$ cat src/rtl/uart_tx.sv
// uart_tx: UART transmitter that serialises start, LSB-first data, optional parity and stop bits.
module uart_tx #(
  parameter int CLK_FRE     = 50,
  parameter int BAUD_RATE   = 9600,
  parameter int DATA_WIDTH  = 8,
  parameter int PARITY_MODE = 0,
  parameter int STOP_BITS   = 1
) (
  input  logic                  i_clk_sys,
  input  logic                  i_rst_n,
  input  logic [DATA_WIDTH-1:0] i_data,
  input  logic                  i_data_valid,
  output logic                  o_data_ready,
  output logic                  o_busy,
  output logic                  o_uart_tx,
  output logic                  o_ld_parity
);
  localparam int BAUD_DIV = CLK_FRE * 1000000 / BAUD_RATE;
  localparam int CW = $clog2(BAUD_DIV);
  generate
    if (PARITY_MODE > 2 || STOP_BITS < 1 || STOP_BITS > 2 || DATA_WIDTH < 5 || DATA_WIDTH > 9 || BAUD_DIV < 4) begin : g_bad_param
      $error("uart_tx: illegal parameter combination");
    end
  endgenerate
  typedef enum logic [2:0] {IDLE, START, DATA, PARITY, STOP} state_t;
  state_t                state, state_n;
  logic [CW-1:0]         baud, baud_n;
  logic [3:0]            bits, bits_n;
  logic [DATA_WIDTH-1:0] shreg, shreg_n;
  logic                  ld_n, tx_n, tick, last;
  assign o_data_ready = state == IDLE;
  assign o_busy       = state != IDLE;
  always_ff @(posedge i_clk_sys or negedge i_rst_n) begin
    if (!i_rst_n) begin
      state       <= IDLE;
      baud        <= '0;
      bits        <= '0;
      shreg       <= '0;
      o_ld_parity <= 1'b0;
      o_uart_tx   <= 1'b1;
    end else begin
      state       <= state_n;
      baud        <= baud_n;
      bits        <= bits_n;
      shreg       <= shreg_n;
      o_ld_parity <= ld_n;
      o_uart_tx   <= tx_n;
    end
  end
  always_comb begin
    state_n = state;
    bits_n  = bits;
    shreg_n = shreg;
    ld_n    = o_ld_parity;
    tick    = baud == CW'(BAUD_DIV - 1);
    baud_n  = (state == IDLE || tick) ? '0 : baud + 1'b1;
    last    = bits == 4'(state == DATA ? DATA_WIDTH - 1 : STOP_BITS - 1);
    case (state)
      IDLE: if (i_data_valid) begin
        state_n = START;
        shreg_n = i_data;
        ld_n    = ^i_data;
      end
      START:  if (tick) state_n = DATA;
      DATA: if (tick) begin
        shreg_n = shreg >> 1;
        bits_n  = last ? 4'd0 : bits + 4'd1;
        if (last) state_n = (PARITY_MODE != 0) ? PARITY : STOP;
      end
      PARITY: if (tick) state_n = STOP;
      STOP: if (tick) begin
        bits_n = last ? 4'd0 : bits + 4'd1;
        if (last) state_n = IDLE;
      end
      default: state_n = IDLE;
    endcase
    // line value is computed for the next state and registered, so the pin never glitches
    tx_n = state_n == START  ? 1'b0 :
           state_n == DATA   ? shreg_n[0] :
           state_n == PARITY ? (PARITY_MODE == 2 ? ld_n : ~ld_n) : 1'b1;
  end
endmodule

$ cat config.mk
export PLATFORM = sky130hd
export DESIGN_NAME = uart_tx
export DESIGN_NICKNAME = d
export VERILOG_FILES = /design/src/rtl/uart_tx.sv
export SDC_FILE = /design/constraint.sdc
export NUM_CORES = 1
export LEC_CHECK = 0
export ABC_AREA = 1
export CORE_UTILIZATION = 30
export DETAILED_ROUTE_END_ITERATION = 16
export HOLD_SLACK_MARGIN = 0.05
export PLACE_DENSITY_LB_ADDON = 0.15
export SLEW_MARGIN = 5
export SYNTH_ARGS = -nofsm -noshare
export SYNTH_HDL_FRONTEND = slang
export SYNTH_SLANG_ARGS = --single-unit
$ cat constraint.sdc
create_clock -name i_clk_sys -period 1.7 [get_ports i_clk_sys]
set_input_delay 0.34 -clock i_clk_sys [delete_from_list [all_inputs] [get_ports i_clk_sys]]
set_output_delay 0.34 -clock i_clk_sys [all_outputs]
set_load 0.02 [all_outputs]
==> impl_metrics.ini <==
[detailed_routing]
post_drt_via_cell_ratio = 4.39
ant_nets = 0
num_vias = 1559
drtIter0Drc = 58
post_drt_wl_per_cell_um = 10.1
drt_drc_violations_left = 0
drt-pass1-iter-count = 4
drt-total-wl_mm = 3.58

[final_layout]
layout-drive-gt1-share = 0.196
stdcell_count = 355
syn_to_final_growth_pct = 21.4
diodes = 0
final_cell_area_um2 = 2280
final_nets = 292

[yosys]
synth_edf_count = 0
synth_common_cells = nand2_1 (73), inv_1 (35), dfrtp_1 (29), nor2_1 (25), nand3_1 (9)
yosysSeqAreaShare = 0.401
synth_area_leaders = dfrtp_1 (39%), nand2_1 (15%), inv_1 (7.0%), nor2_1 (5.0%), o221ai_1 (2.8%)
ys_ff_latch = 30
async_flop_share = 1.00
yosysTopAreaCell = dfrtp_1
synthFlopType = dfrtp_1
synth_nets = 264
yosysMostFrequentCell = nand2_1
syn_avg_cell_area_um2 = 7.47
syn_area_um2 = 1870
synth_warnings = 0
synthCells = 251
synth_top_area_frac = 0.387
synth.distinct_cells = 36

[sta]
finalSetupViolCount = 0
tightestPinTransition_ns = 0.360
tns_ns = 0
fin_crit_ns = 1.57
final_hold_viol_count = 0
fin_crit_sh = 0.921
slew_violations = 0
slew_headroom = 0.758
whs_ns = 0.425
max_freq_ghz = 0.639
final.setup_skew_ns = 0.00340

[critical_path]
slowest_delay_ns = 0.60
worstPathMaxFanout = 2
crit_required_ns = 1.36
crit_path_start_kind = register
cp.arrival_ns = 1.23
cp-end-kind = primary output
reg2regPathDepth = 12
crit_chain = clkdlybuf4s50_1
path_delay_family = buffers and inverters
crit_type = register to primary output
path_buf_inv = 1
critPathSlowestCell = clkdlybuf4s50_1
reg2reg_slack_ns = 0.18
path_depth = 1

[pwr]
fin_total_pwr_mw = 2.02
vdd_drop_max_uv = 240
p_leak_nw = 1.18
power.density_nw_per_um2 = 889

[grt]
grt_pass1_vias = 1467
grt_max_degree = 31
grt_pass1_wl_mm = 6.54
gr-total-overflow = 0
grt.total_usage = 0.130
antenna_found_initial = 0

[status]
status = finished, final reports clean

[clocking]
cts_hold_buffers = 0
clk_path_buf_depth = 2
numCtsBuffers = 5
clk_latency_ns = 0.28
cts.sinks = 30
clockRootBuffer = clkbuf_8
htreeDepth = 2
clkSlewWorstSetupHoldPaths_ns = 0.06
cts_tree = done
cts_setup_buffers = 0

[place]
io_buffers = 14
hpwlAfterDp_mm = 2.76
finalWeightedCongestion = 0.759
placed_cell_area_um2 = 2170
dp.cells = 347

[worst_hold_path]
hp-class = input pin to async pin

[floorplan]
core_um2 = 5990
rows = 28
io_pins = 15
die_h_um = 81.0
initial_core_util = 0.313
fp.dieArea_um2 = 6570
die_w_um = 81.0

[flow_run]
drv_cap = 0
registers in the layout (all words and copies together) (netlist names):
| signal | cells |
|---|---|
| bits | 4 |
| baud | 13 |
| shreg | 8 |
| o_ld_parity | 1 |
| state | 3 |
| o_uart_tx | 1 |
worst paths after layout:
kind | endpoint | startpoint
max | o_ld_parity | o_ld_parity
max in group asynchronous | o_uart_tx | i_rst_n
min | baud[6] | i_rst_n
min reg2reg | baud[0] | baud[0]
min in group i_clk_sys | baud[0] | baud[0]
max reg2reg | o_uart_tx | baud[0]
stage by stage:
stage | setup WS (ns) | util
2_1_floorplan | 0.269 | -
3_3_place_gp | 0.0167 | 0.363
3_5_place_dp | -0.0127 | 0.363
4_1_cts | 0.00979 | 0.377
5_1_grt | -0.00207 | 0.380
6_report | 0.134 | 0.380
layer usage:
layer | up-vias | GRT usage | part of all wire
met5 | - | 0 | 0
met2 | 24 | 0.208 | 0.45
met1 | 685 | 0.169 | 0.49
met3 | 6 | 0.0303 | 0.033
li1 | 844 | - | -
met4 | 0 | 0.0500 | 0.018
repair_timing:
item / 4_1_cts / 5_1_grt
endpoints found under the setup margin: 3 / 6
resized for setup: 3 / 9
pin swaps: 0 / 1
cells by family after synthesis:
logic type | share of synthesized area
AO/OA/AOI/OAI | 0.0808
XOR/XNOR | 0.0234
flip-flops | 0.401
adder cells (fa/ha/maj) | 0.0133
buffers and inverters | 0.0968
AND/OR/NAND/NOR | 0.385
cell type report:
cell class              instances  area (um2)
flip-flops and latches         30         752
clock buffers                   7        86.3
inverters                      44         165
multi-input cells             175         965
repair buffers                 23         209
fillers                       618        3710
well taps                      75        93.8
clock inverters                 1        5.00
where the power goes:
part / switching [mW] / internal, mW
sequential: 0.0678 / 0.847
combinational: 0.305 / 0.212
clock: 0.265 / 0.326
total: 0.637 / 1.39
cells in the final DEF (no fill, tap or decap), types with 2 or more instances in the layout:
| master | n |
|---|---|
| nor2_2 | 4 |
| nor2_4 | 4 |
| nand3_1 | 9 |
| clkbuf_2 | 2 |
| xnor2_1 | 2 |
| nor3_1 | 6 |
| a21oi_1 | 6 |
| clkdlybuf4s50_1 | 11 |
| or2_2 | 2 |
| nand3_2 | 3 |
| nor3b_1 | 2 |
| nand2_4 | 4 |
| o221ai_1 | 6 |
| xor2_1 | 3 |
| dfrtp_1 | 29 |
| nand2_2 | 5 |
| nor2_1 | 25 |
| inv_1 | 35 |
| clkbuf_8 | 6 |
| buf_4 | 8 |
| o21ai_0 | 8 |
| nand2_1 | 72 |
| inv_2 | 8 |
No activity file was read; power rests on OpenSTA's default activity.
